**src/rtl/cn_ff_driver_if.sv**
```systemverilog
// Handshake and flip-flop side signals of the CN flip-flop driver.
// The master modport is the upstream/flip-flop side; the slave modport is the driver.
interface cn_ff_driver_if #(
  parameter int unsigned WIDTH = 8
);
  logic             in_valid;
  logic [WIDTH-1:0] in_data;
  logic             in_ready;
  logic             c;
  logic             n;
  logic             q_fb;
  logic             done;
  logic             word_err;
  logic [7:0]       err_count;

  modport master (
    output in_valid, in_data, q_fb,
    input  in_ready, c, n, done, word_err, err_count
  );

  modport slave (
    input  in_valid, in_data, q_fb,
    output in_ready, c, n, done, word_err, err_count
  );
endinterface

```
**src/rtl/cn_ff_driver.sv**
```systemverilog
// Serializes words LSB-first onto a CN flip-flop, pulsing c only when the stored bit must change,
// and checks q feedback two edges behind the drive.
module cn_ff_driver #(
  parameter int unsigned WIDTH = 8
) (
  input  logic           clk,
  input  logic           rst,
  cn_ff_driver_if.slave  bus
);

  localparam int unsigned CNT_W   = $clog2(WIDTH + 1);
  localparam int unsigned ERR_W   = 8;
  localparam logic [ERR_W-1:0] ERR_MAX = '1;

  typedef enum logic [1:0] {
    IDLE  = 2'd0,
    DRIVE = 2'd1,
    DRAIN = 2'd2
  } state_t;

  state_t             state_q, state_d;
  logic [WIDTH-1:0]   sh_q, sh_d;
  logic [CNT_W-1:0]   cnt_q, cnt_d;
  logic               track_q, track_d;
  logic               track_valid_q, track_valid_d;
  logic               c_q, c_d;
  logic               n_q, n_d;
  logic               exp1_q, exp1_d;
  logic               v1_q, v1_d;
  logic               exp2_q, exp2_d;
  logic               v2_q, v2_d;
  logic               done_q, done_d;
  logic               word_err_q, word_err_d;
  logic [ERR_W-1:0]   err_count_q, err_count_d;

  logic               drive;
  logic               bit_v;
  logic               mismatch;

  // State register and all registered outputs
  always_ff @(posedge clk) begin
    if (rst) begin
      state_q       <= IDLE;
      sh_q          <= '0;
      cnt_q         <= '0;
      track_q       <= 1'b0;
      track_valid_q <= 1'b0;
      c_q           <= 1'b0;
      n_q           <= 1'b0;
      exp1_q        <= 1'b0;
      v1_q          <= 1'b0;
      exp2_q        <= 1'b0;
      v2_q          <= 1'b0;
      done_q        <= 1'b0;
      word_err_q    <= 1'b0;
      err_count_q   <= '0;
    end else begin
      state_q       <= state_d;
      sh_q          <= sh_d;
      cnt_q         <= cnt_d;
      track_q       <= track_d;
      track_valid_q <= track_valid_d;
      c_q           <= c_d;
      n_q           <= n_d;
      exp1_q        <= exp1_d;
      v1_q          <= v1_d;
      exp2_q        <= exp2_d;
      v2_q          <= v2_d;
      done_q        <= done_d;
      word_err_q    <= word_err_d;
      err_count_q   <= err_count_d;
    end
  end

  // Next-state, encoding and check pipeline
  always_comb begin
    state_d       = state_q;
    sh_d          = sh_q;
    cnt_d         = cnt_q;
    track_d       = track_q;
    track_valid_d = track_valid_q;
    c_d           = 1'b0;
    n_d           = 1'b0;
    exp1_d        = exp1_q;
    v1_d          = 1'b0;
    exp2_d        = exp1_q;
    v2_d          = v1_q;
    done_d        = 1'b0;
    word_err_d    = word_err_q;
    err_count_d   = err_count_q;
    drive         = 1'b0;
    bit_v         = 1'b0;
    mismatch      = v2_q && (bus.q_fb != exp2_q);

    case (state_q)
      IDLE: begin
        if (bus.in_valid) begin
          state_d    = DRIVE;
          sh_d       = bus.in_data >> 1;
          cnt_d      = CNT_W'(1);
          drive      = 1'b1;
          bit_v      = bus.in_data[0];
          word_err_d = 1'b0;
        end
      end
      DRIVE: begin
        if (cnt_q == CNT_W'(WIDTH)) begin
          state_d = DRAIN;
        end else begin
          drive = 1'b1;
          bit_v = sh_q[0];
          sh_d  = sh_q >> 1;
          cnt_d = cnt_q + CNT_W'(1);
        end
      end
      DRAIN: begin
        state_d = IDLE;
        done_d  = 1'b1;
      end
      default: begin
        state_d = IDLE;
      end
    endcase

    // Change only when the flip-flop content is unknown or differs from the new bit
    if (drive) begin
      c_d           = !track_valid_q || (bit_v != track_q);
      n_d           = c_d & bit_v;
      track_d       = bit_v;
      track_valid_d = 1'b1;
      exp1_d        = bit_v;
      v1_d          = 1'b1;
    end

    if (mismatch) begin
      word_err_d = 1'b1;
      if (err_count_q != ERR_MAX) begin
        err_count_d = err_count_q + ERR_W'(1);
      end
    end
  end

  assign bus.in_ready  = (state_q == IDLE);
  assign bus.c         = c_q;
  assign bus.n         = n_q;
  assign bus.done      = done_q;
  assign bus.word_err  = word_err_q;
  assign bus.err_count = err_count_q;

endmodule

```
**src/flat_wrapper.sv**
```systemverilog
// flat-port wrapper written by rule: the top's interface ports become plain ports
module cn_ff_driver_flat 
#(
  parameter int unsigned WIDTH = 8
)
  (clk, rst, bus_in_valid, bus_in_data, bus_q_fb, bus_in_ready, bus_c, bus_n, bus_done, bus_word_err, bus_err_count);
  cn_ff_driver_if #(.WIDTH(WIDTH)) bus_i ();
  input  logic clk;
  input  logic rst;
  input wire logic [$bits(bus_i.in_valid)-1:0] bus_in_valid;
  input wire logic [$bits(bus_i.in_data)-1:0] bus_in_data;
  input wire logic [$bits(bus_i.q_fb)-1:0] bus_q_fb;
  output wire logic [$bits(bus_i.in_ready)-1:0] bus_in_ready;
  output wire logic [$bits(bus_i.c)-1:0] bus_c;
  output wire logic [$bits(bus_i.n)-1:0] bus_n;
  output wire logic [$bits(bus_i.done)-1:0] bus_done;
  output wire logic [$bits(bus_i.word_err)-1:0] bus_word_err;
  output wire logic [$bits(bus_i.err_count)-1:0] bus_err_count;
  assign bus_i.in_valid = bus_in_valid;
  assign bus_i.in_data = bus_in_data;
  assign bus_i.q_fb = bus_q_fb;
  assign bus_in_ready = bus_i.in_ready;
  assign bus_c = bus_i.c;
  assign bus_n = bus_i.n;
  assign bus_done = bus_i.done;
  assign bus_word_err = bus_i.word_err;
  assign bus_err_count = bus_i.err_count;
  cn_ff_driver #(.WIDTH(WIDTH)) u_core (.clk(clk), .rst(rst), .bus(bus_i));
endmodule
```
**config.mk**
```make
export PLATFORM = sky130hd
export DESIGN_NAME = cn_ff_driver_flat
export DESIGN_NICKNAME = d
export VERILOG_FILES = /design/src/rtl/cn_ff_driver_if.sv /design/src/rtl/cn_ff_driver.sv /design/src/flat_wrapper.sv
export SDC_FILE = /design/constraint.sdc
export NUM_CORES = 1
export LEC_CHECK = 0
export ABC_CLOCK_PERIOD_IN_PS = 1700
export BUFFER_PORTS_ARGS = -buffer_cell sky130_fd_sc_hd__buf_2
export CAP_MARGIN = 20
export CELL_PAD_IN_SITES_DETAIL_PLACEMENT = 1
export CELL_PAD_IN_SITES_GLOBAL_PLACEMENT = 1
export CORE_MARGIN = 5
export CORE_UTILIZATION = 36
export DETAILED_ROUTE_END_ITERATION = 7
export PLACE_DENSITY = 0.83
export SLEW_MARGIN = 20
export SYNTH_ARGS = -nofsm -noshare
export SYNTH_HDL_FRONTEND = slang
export SYNTH_SLANG_ARGS = --single-unit
```
**constraint.sdc**
```tcl
create_clock -name clk -period 1.7 [get_ports clk]
set_clock_uncertainty 0.2 [all_clocks]
set_input_delay 0.085 -clock clk [delete_from_list [all_inputs] [get_ports clk]]
set_output_delay 0.085 -clock clk [all_outputs]
set_load 0.02 [all_outputs]
```
==> results of run 1 <==
==> layout make-up <==
| class | count | area (um^2) | area share |
|---|---|---|---|
| multi-input cells | 100 | 791 | 0.381 |
| flip-flops and latches | 30 | 611 | 0.295 |
| repair buffers | 65 | 514 | 0.248 |
| inverters | 5 | 18.8 | 0.00905 |
| well taps | 46 | 57.6 | 0.0278 |
| clock buffers | 6 | 51.3 | 0.0247 |
| clock inverters | 1 | 30.0 | 0.0145 |
==> worst paths after layout <==
kind / cells after the start / endpoint / startpoint
hold / removal: 2 / u_core.sh_q[5]$_SDFFE_PP0P_ / rst
setup reg to reg: 7 / u_core.cnt_q[2]$_SDFFE_PP0P_ / u_core.cnt_q[0]$_SDFFE_PP0P_
hold reg to reg: 1 / u_core.v2_q$_SDFF_PP0_ / u_core.v1_q$_SDFF_PP0_
setup / recovery: 7 / u_core.cnt_q[2]$_SDFFE_PP0P_ / u_core.cnt_q[0]$_SDFFE_PP0P_
==> state kept, by name (all words and copies together), names as in the netlist <==
name                  count
u_core.bus.err_count      8
u_core.sh_q               7
u_core.cnt_q              4
u_core.state_q            2
u_core.bus.c              1
u_core.bus.done           1
u_core.bus.n              1
u_core.bus.word_err       1
u_core.exp2_q             1
u_core.track_q            1
u_core.track_valid_q      1
u_core.v1_q               1
u_core.v2_q               1
==> what timing repair did <==
| item | CTS | global route |
|---|---|---|
| endpoints found under the hold margin | 23 | 6 |
| gates resized for setup | 9 | 34 |
| pin swaps | 3 | 17 |
| setup endpoints to repair | 15 | 20 |
| gates cloned | 0 | 2 |
| buffers inserted | 7 | 5 |
==> power groups by stage <==
stage	registers (W)	clock network (W)	logic [W]
floorplan	0.000774	0	0.000104
global placement	0.000770	0	0.000168
detailed placement	0.000772	0	0.000175
CTS	0.000758	0.000612	0.000216
global route	0.000768	0.000656	0.000287
finish	0.000764	0.000603	0.000266
==> layout by cell type, fill, tap and decap left out, types with 2 or more instances in the layout <==
| master | instances |
|---|---|
| inv_2 | 2 |
| inv_1 | 3 |
| nor3b_1 | 2 |
| dfxtp_2 | 8 |
| a211oi_2 | 2 |
| or4_1 | 2 |
| nor2b_1 | 3 |
| nand3_1 | 2 |
| clkbuf_4 | 5 |
| o31ai_1 | 3 |
| dlygate4sd3_1 | 12 |
| nor2_2 | 5 |
| o21ai_0 | 3 |
| o211ai_4 | 2 |
| nand2_1 | 18 |
| dfxtp_1 | 22 |
| nand2b_1 | 2 |
| a21oi_1 | 6 |
| buf_2 | 23 |
| or3_1 | 2 |
| xnor2_1 | 3 |
| a311oi_2 | 5 |
| buf_6 | 5 |
| buf_4 | 22 |
| nor2_1 | 14 |
==> layer usage <==
metal  wire length, um  global-route usage  up-vias
li1                  -                   -      631
met1              1680               0.191      646
met2              2420               0.293       27
met3               173              0.0531       10
met4                86              0.0617        0
met5                 0                   0        -
==> through the flow <==
| stage | util | TNS (ns) | setup slack (ns) | power [W] | cells |
|---|---|---|---|---|---|
| 6_report | 0.607 | -0.236 | -0.0817 | 0.00163 | 253 |
| 5_1_grt | 0.607 | -0.989 | -0.118 | 0.00171 | 253 |
| 4_1_cts | 0.543 | 0 | 0.00287 | 0.00159 | 247 |
| 3_5_place_dp | 0.457 | -0.452 | -0.121 | 0.000948 | 220 |
| 3_3_place_gp | 0.457 | -0.0342 | -0.0342 | 0.000938 | 220 |
| 2_1_floorplan | - | 0 | 0.00785 | 0.000878 | 142 |
==> cells by family (layout without fill, tap and decap cells) <==
| logic type | Yosys count | in the layout | synth area share |
|---|---|---|---|
| fa+ha+maj | 3 | 3 | 0.0288 |
| simple gates | 58 | 58 | 0.211 |
| compound gates | 32 | 33 | 0.202 |
| flops | 30 | 30 | 0.462 |
| buf+inv | 13 | 77 | 0.0558 |
| xor+xnor | 5 | 5 | 0.0337 |
| mux | 1 | 1 | 0.00769 |
==> critical path: stages (launching register included) <==
cell	delay [ns]
dfxtp_2	0.35
inv_2	0.05
ha_4	0.14
and3b_2	0.26
buf_4	0.15
a211oi_2	0.25
xnor2_1	0.18
nor2_1	0.08
==> results.md, run 1 <==
- Post-synth EDFFs: 0
- Required time worst endpoint: 1.74 ns
- Share of cells above drive strength 1: 0.478
- Syn nets: 157
- Synthesized cell area: 1300 um^2
- Synthesized flop and latch total: 30
- Failing checks: hold timing, setup timing
- Post-synth top cells: dfxtp_1, nor2_1, nand2_1, a21oi_1, inv_1
- Critical path fanouts, max: 5
- First-pass GRT wire length: 6600 um
- Post-synthesis average cell area: 9.16 um^2
- Total iterations of the first detailed-routing run: 3
- Count leader, synth: dfxtp_1
- Max-cap violations: 0
- IO Port Bufs: 24
- Tot GR Track Use: 0.168
- Clk slew on worst S/H paths: 0.10 ns
- CTS hold repair buffers: 13
- Total number of placement rows: 21
- Vias: 1,314
- PwrDens: 788 nW/um^2
- Final worst path period need: 1.78 ns
- Setup violations, final: 11
- H-tree depth: 2
- Switch Pwr: 0.000421 W
- Area Growth Syn to Fin: 59.3%
- Initial Util: 0.381
- Drt drc: 0
- Mapped Cells: 142
- Routed vias/inst: 5.19
- Antenna Nets Post-Route: 0
- Iteration-0 DRC Markers: 49
- Hold Violations, Final: 5
- Routed Wire Length: 4360 um
- Die ar.: 4920 um^2
- Synth async-reset ratio: 0
- Sequential Power Share: 0.468
- WS Path Type: register to register
- Layout fillers: 395
- Antenna violations before repair: 0
- WP data arrival: 1.82 ns
- Core footprint: 3420 um^2
- Worst Hold Class: input pin to register
- Peak supply drop: 0.865 mV
- Die Wd: 70.1 um
- Largest net degree at the start of global routing: 16
- Fmax: 0.561 GHz
- Leak: 0.856 nW
- Post-DP Area: 1560 um^2
- Final worst setup slack: -0.0817 ns
- Final net count: 222
- Congestion Overflow GR: 0
- Setup slack, reg-to-reg: -0.08 ns
- Number of I/O pins: 25
- Internal power: 0.00121 W
- RSZ-0062 raised after global routing: true
- Die Height: 70.1 um
- Top_reg_cell synth: dfxtp_1
- Final Wtd Congestion: 0.788
- Post-route design area: 2070 um^2
- Max-slew violation count: 0
- Ant. Diodes: 0
- Netlist cell types: 37
- Top cells by area, synth: dfxtp_1, nor2_1, nand2_1, ha_1, a21oi_1
- Vias in the first global route: 1,372
- Later-pin clock latency in the skew report: 0.35 ns
- Inserted Clock Buffers: 5
- CTS tree: built
- Sequential-to-total area share from yosys stat: 0.462
- Clk root buf: clkbuf_4
- Worst relative slew slack: 0.606
- Clock sinks: 30
- Status: finished with violations
- Sw Share: 0.258
- Logic pwr share: 0.163
- Clk network pwr share: 0.369
- Ys Warns: 0
- Yosys top cell by area: dfxtp_1
- WL/cell: 17.2 um
- Hold Worst Slack: -0.146 ns
- Final period util: 1.05
- CP startpoint kind: register
- Synth top area share: 0.462
- DP Wirelength: 2420 um
- Slew @ Worst Pin: 0.588 ns
- Max Root-Sink Buffers: 2
- Crit. End Element: register
Power figures use the tool's default switching activity.
==> run 2, diff against run 1 <==
MAX_ROUTING_LAYER = met4   (was not set)
SLEW_MARGIN = 0   (was 20)
==> run 2 against run 1 <==
  * Critical endpoint unchanged
  * Sequential cell count is the same
  * The flow still finishes with violations (hold timing, setup timing)
  * Wire length about the same
  * Global-route usage up 0.49 points
==> results.md, run 2 (same netlist as run 1, synthesis figures left out) <==
- Area Growth Syn to Fin: 59.3% (unchanged)
- Slew @ Worst Pin: 0.605 ns (+0.0162 ns)
- Commonest cells after routing, fill and taps aside: buf_2, buf_4, dfxtp_1, nand2_1, nor2_1
- CTS hold repair buffers: 13 (unchanged)
- WS Path Type: register to register
- RSZ-0062 raised after global routing: true
- Routed vias/inst: 5.25 (+1.1%)
- H-tree depth: 2 (unchanged)
- Most common cell after layout, fill and taps aside: buf_2
- Later-pin clock latency in the skew report: 0.34 ns (about the same)
- Critical path fanouts, max: 5 (unchanged)
- Placed Cells: 220 (unchanged)
- Core footprint: 3420 um^2 (unchanged)
- Reg2reg start: u_core.cnt_q[0]$_SDFFE_PP0P_
- DP Wirelength: 2420 um (unchanged)
- Final net count: 222 (unchanged)
- Vias in the first global route: 1,371 (-0.073%)
- Failing checks: hold timing, setup timing
- Total iterations of the first detailed-routing run: 4 (+1)
- Fmax: 0.561 GHz (about the same)
- Clk root buf: clkbuf_4
- Worst Hold Class: input pin to register
- Final worst setup slack: -0.0820 ns (-0.000269 ns)
- Critical register-to-register path endpoint: u_core.cnt_q[2]$_SDFFE_PP0P_
- IO Port Bufs: 24 (unchanged)
- Congestion Overflow GR: 0 (unchanged)
- Peak supply drop: 0.865 mV (about the same)
- Setup slack, reg-to-reg: -0.08 ns (about the same)
- Sw Share: 0.257 (-0.00129)
- Final period util: 1.05 (about the same)
- Max-slew violation count: 0 (unchanged)
- Final Wtd Congestion: 0.799 (+1.4%)
- Antenna violations before repair: 0 (unchanged)
- Setup violations, final: 12 (+1)
- Die Height: 70.1 um (unchanged)
- Layout fillers: 395 (unchanged)
- Leak: 0.856 nW (unchanged)
- Total chip power: 0.00163 W (-0.18%)
- Status: finished with violations
- Die Wd: 70.1 um (unchanged)
- Logic pwr share: 0.164 (about the same)
- Share of cells above drive strength 1: 0.478 (unchanged)
- Drt drc: 0 (unchanged)
- Number of flip-flops in the largest register: 8 (unchanged)
- PwrDens: 786 nW/um^2 (-0.18%)
- Required time worst endpoint: 1.74 ns (about the same)
- Max Root-Sink Buffers: 2 (unchanged)
- Worst Reg-to-Reg Cells: 7 (unchanged)
- First-pass GRT wire length: 6600 um (unchanged)
- Total number of placement rows: 21 (unchanged)
- Antenna Nets Post-Route: 0 (unchanged)
- Final Instance Count excl. Fillers: 253 (unchanged)
- Number of I/O pins: 25 (unchanged)
- Hold Violations, Final: 4 (-1)
- CP Launch Point: u_core.cnt_q[0]$_SDFFE_PP0P_
- Final worst path period need: 1.78 ns (+0.000269 ns)
- Hold Worst Slack: -0.142 ns (+0.00406 ns)
- Routed Wire Length: 4360 um (about the same)
- Max-cap violations: 0 (unchanged)
- Clk network pwr share: 0.368 (about the same)
- Clock sinks: 30 (unchanged)
- Largest net degree at the start of global routing: 16 (unchanged)
- Clk slew on worst S/H paths: 0.10 ns (about the same)
- WP data arrival: 1.82 ns (about the same)
- Die ar.: 4920 um^2 (unchanged)
- Post-route design area: 2070 um^2 (unchanged)
- Tot GR Track Use: 0.173 (+0.00494)
- Post-DP Area: 1560 um^2 (unchanged)
- Inserted Clock Buffers: 5 (unchanged)
- Crit. End Element: register
- WL/cell: 17.2 um (about the same)
- Worst relative slew slack: 0.596 (-0.0108)
- Ant. Diodes: 0 (unchanged)
- CP startpoint kind: register
- Initial Util: 0.381 (unchanged)
- Vias: 1,329 (+1.1%)
- Switch Pwr: 0.000418 W (-0.68%)
- Internal power: 0.00121 W (about the same)
- CTS tree: built
- Iteration-0 DRC Markers: 54 (+10%)
- Worst Setup EP: u_core.cnt_q[2]$_SDFFE_PP0P_
- Sequential Power Share: 0.469 (about the same)
[run 2: cell counts in the layout (fill, tap and decap cells not counted)]
Identical to the previous run, type by type.
[run 2: cell type report]
class                           instances  area, um^2  share of cell area
Multi-Input combinational cell        100         791               0.381
Sequential cell                        30         611               0.295
Timing Repair Buffer                   65         514               0.248
Tap cell                               46        57.6              0.0278
Clock buffer                            6        51.3              0.0247
Clock inverter                          1        30.0              0.0145
Inverter                                5        18.8             0.00905
[run 2: per-stage QoR]
step | TNS [ns] | setup slack [ns] | utilization | hold slack (ns)
4_1_cts | 0 | 0.00287 | 0.543 | -0.174
6_report | -0.245 | -0.0820 | 0.607 | -0.142
2_1_floorplan | 0 | 0.00785 | - | 0.0475
3_3_place_gp | -0.0342 | -0.0342 | 0.457 | 0.154
3_5_place_dp | -0.452 | -0.121 | 0.457 | 0.164
5_1_grt | -0.996 | -0.118 | 0.607 | -0.165
[run 2: worst max-delay path, stage by stage, from the launching register on]
cell      delay (ns)
dfxtp_2         0.35
inv_2           0.05
ha_4            0.14
and3b_2         0.26
buf_4           0.15
a211oi_2        0.25
xnor2_1         0.18
nor2_1          0.08
[run 2: power by group through the flow]
| stage | registers, W | clock network (W) | logic [W] |
|---|---|---|---|
| 5_1_grt | 0.000768 | 0.000656 | 0.000287 |
| 2_1_floorplan | 0.000774 | 0 | 0.000104 |
| 3_5_place_dp | 0.000772 | 0 | 0.000175 |
| 4_1_cts | 0.000758 | 0.000612 | 0.000216 |
| 6_report | 0.000764 | 0.000599 | 0.000267 |
| 3_3_place_gp | 0.000770 | 0 | 0.000168 |
[run 2: timing repair]
action / in CTS / in global routing
pin swaps: 3 / 17
buffers inserted: 7 / 5
endpoints found under the hold margin: 23 / 6
gates cloned: 0 / 2
resized for setup: 9 / 34
setup endpoints to repair: 15 / 20
[run 2: how the worst min path moves through the flow]
stage | start | slack [ns] | end | depth (start not counted)
after global routing | rst | -0.16 | u_core.sh_q[5]$_SDFFE_PP0P_ | 2
after CTS | rst | -0.17 | u_core.sh_q[5]$_SDFFE_PP0P_ | 2
after global placement | bus_in_data[5] | 0.15 | u_core.sh_q[4]$_SDFFE_PP0P_ | 3
final | rst | -0.14 | u_core.sh_q[5]$_SDFFE_PP0P_ | 2
after detailed placement | bus_in_data[1] | 0.16 | u_core.sh_q[0]$_SDFFE_PP0P_ | 3
after floorplan | bus_in_data[1] | 0.05 | u_core.sh_q[0]$_SDFFE_PP0P_ | 2
[run 2: per-layer routing]
layer | vias to the layer above | track usage | wire length [um]
li1 | 632 | - | -
met1 | 662 | 0.190 | 1700
met2 | 27 | 0.295 | 2430
met3 | 8 | 0.0531 | 171
met4 | 0 | 0.0617 | 62
met5 | - | - | 0
==> run 3, diff against run 2 <==
ABC_CLOCK_PERIOD_IN_PS = 1500   (was 1700)
clock period = 1.5 ns   (was 1.7 ns; I/O delays follow)
==> run 3 against run 2 <==
  * The flow finishes with violations (setup timing)
  * Power rose by 4.6%
  * Sequential cell count did not move
  * Sequential share of layout area fell by 0.94 points
  * Die area did not move
  * First-iteration DRC count fell by 35%
  * Critical path type unchanged
==> results.md, run 3 (same netlist as run 1, synthesis figures left out) <==
- CP startpoint kind: register
- DP Wirelength: 2700 um (+11%)
- WL/cell: 17.6 um (+2.2%)
- CTS tree: built
- Clock sinks: 30 (unchanged)
- Initial Util: 0.381 (unchanged)
- Leak: 0.879 nW (+2.7%)
- Critical path fanouts, max: 6 (+1)
- Clk slew on worst S/H paths: 0.10 ns (about the same)
- Total number of placement rows: 21 (unchanged)
- Max-cap violations: 0 (unchanged)
- Largest net degree at the start of global routing: 19 (+3)
- Slew @ Worst Pin: 0.488 ns (-0.117 ns)
- Die Height: 70.1 um (unchanged)
- Iteration-0 DRC Markers: 35 (-35%)
- Max Root-Sink Buffers: 2 (unchanged)
- Ant. Diodes: 0 (unchanged)
- Later-pin clock latency in the skew report: 0.33 ns (about the same)
- Routed vias/inst: 5.11 (-2.7%)
- RSZ-0062 raised after global routing: true
- Most common cell after layout, fill and taps aside: buf_4
- Routed Wire Length: 4490 um (+3.1%)
- Setup violations, final: 22 (+10)
- Antenna Nets Post-Route: 0 (unchanged)
- Final worst setup slack: -0.183 ns (-0.101 ns)
- Cell depth of the worst hold path: 5 (+3)
- Met2 WL: 2530 um (+4.2%)
- First-pass GRT wire length: 7230 um (+9.5%)
- Crit. End Element: register
- Worst Hold Class: input pin to register
- Drt drc: 0 (unchanged)
- Final period util: 1.12 (+0.0735)
- Die ar.: 4920 um^2 (unchanged)
- Critical register-to-register path endpoint: u_core.bus.n$_SDFF_PP0_
- Total chip power: 0.00171 W (+4.6%)
- Reg2reg start: u_core.cnt_q[0]$_SDFFE_PP0P_
- Peak supply drop: 0.434 mV (-50%)
- HP Start: bus_q_fb
- Worst Reg-to-Reg Cells: 6 (-1)
- WS Path Type: register to register
- Fmax: 0.594 GHz (+5.9%)
- Failing checks: setup timing
- Max-slew violation count: 0 (unchanged)
- Final worst path period need: 1.68 ns (-0.0994 ns)
- Number of flip-flops in the largest register: 8 (unchanged)
- Routed metal-1 wire length: 1730 um (+1.6%)
- Share of cells above drive strength 1: 0.589 (+0.110)
- Vias: 1,303 (-2.0%)
- Status: finished with violations
- Worst relative slew slack: 0.675 (+0.0792)
- IO Port Bufs: 24 (unchanged)
- Hold Worst Slack: 0.100 ns (+0.243 ns)
- Inserted Clock Buffers: 5 (unchanged)
- Final net count: 223 (+0.45%)
- Number of I/O pins: 25 (unchanged)
- Core footprint: 3420 um^2 (unchanged)
- Die Wd: 70.1 um (unchanged)
- Clk root buf: clkbuf_4
- Tot GR Track Use: 0.195 (+0.0222)
- Antenna violations before repair: 0 (unchanged)
- PwrDens: 785 nW/um^2 (-0.16%)
- Total iterations of the first detailed-routing run: 4 (unchanged)
- DR top layer: met4
- H-tree depth: 2 (unchanged)
- Hold Violations, Final: 0 (-4)
- Vias in the first global route: 1,506 (+9.8%)
- Final Wtd Congestion: 0.834 (+4.3%)
- Hold endpoint: u_core.bus.err_count[3]$_SDFFE_PP0P_
- Required time worst endpoint: 1.53 ns (-0.21 ns)
- Setup slack, reg-to-reg: -0.18 ns (-0.10 ns)
- Congestion Overflow GR: 0 (unchanged)
- Metal3 WL: 131 um (-23%)
- WP data arrival: 1.71 ns (-0.11 ns)
- Commonest cells after routing, fill and taps aside: buf_4, buf_2, dfxtp_1, nand2_1
- Area Growth Syn to Fin: 66.9%
-- run 3: layout make-up --
cell class / instances / area (um^2)
Multi-Input combinational cell: 100 / 908
Inverter: 5 / 18.8
Tap cell: 46 / 57.6
Clock inverter: 1 / 5.00
Sequential cell: 30 / 619
Fill cell: 393 / 1240
Timing Repair Buffer: 66 / 508
Clock buffer: 7 / 55.1
-- run 3: critical path, stage by stage, from the launching register on --
cell and delay (ns):
dfxtp_2 0.35, inv_2 0.05, ha_4 0.14, and3b_2 0.27, o22ai_2 0.18, nand2b_1 0.15, a2111oi_4 0.23
-- run 3: how the worst max path moves through the flow --
stage	start	end	slack [ns]	cells after the start
2_1_floorplan	u_core.cnt_q[0]$_SDFFE_PP0P_	u_core.sh_q[2]$_SDFFE_PP0P_	-0.10	8
3_3_place_gp	u_core.cnt_q[0]$_SDFFE_PP0P_	u_core.cnt_q[1]$_SDFFE_PP0P_	-0.14	6
4_1_cts	u_core.cnt_q[0]$_SDFFE_PP0P_	u_core.sh_q[4]$_SDFFE_PP0P_	-0.16	7
5_1_grt	u_core.cnt_q[0]$_SDFFE_PP0P_	u_core.bus.n$_SDFF_PP0_	-0.27	6
3_5_place_dp	u_core.cnt_q[1]$_SDFFE_PP0P_	u_core.bus.n$_SDFF_PP0_	-0.30	6
6_report	u_core.cnt_q[0]$_SDFFE_PP0P_	u_core.bus.n$_SDFF_PP0_	-0.18	6
-- run 3: layer usage --
layer	GRT usage	vias to the layer above
met3	0.0574	9
met5	-	-
met2	0.366	27
met4	0.0787	0
met1	0.184	633
li1	-	634
-- run 3: through the flow --
stage	utilization	setup TNS (ns)	std cells	instance area, um^2	worst slack [ns]
after floorplan	-	-0.806	142	1360	-0.104
after global placement	0.486	-1.62	225	1660	-0.141
after detailed placement	0.486	-3.49	225	1660	-0.299
after CTS	0.599	-2.28	250	2040	-0.162
after global routing	0.636	-4.13	255	2170	-0.267
final	0.636	-2.84	255	2170	-0.183
-- run 3: what timing repair did --
item | CTS | global route
pin swaps | 13 | 11
hold buffers | 9 | 0
gates resized for setup | 28 | 29
cloned | 2 | 0
setup buffers | 6 | 6
hold endpoints to repair | 23 | 0
endpoints found under the setup margin | 25 | 25
-- run 3: power by group --
| group | switching (W) | internal, W |
|---|---|---|
| logic | 0.000165 | 0.000158 |
| clock network | 0.000288 | 0.000227 |
| registers | 0.0000355 | 0.000832 |
| total | 0.000489 | 0.00122 |
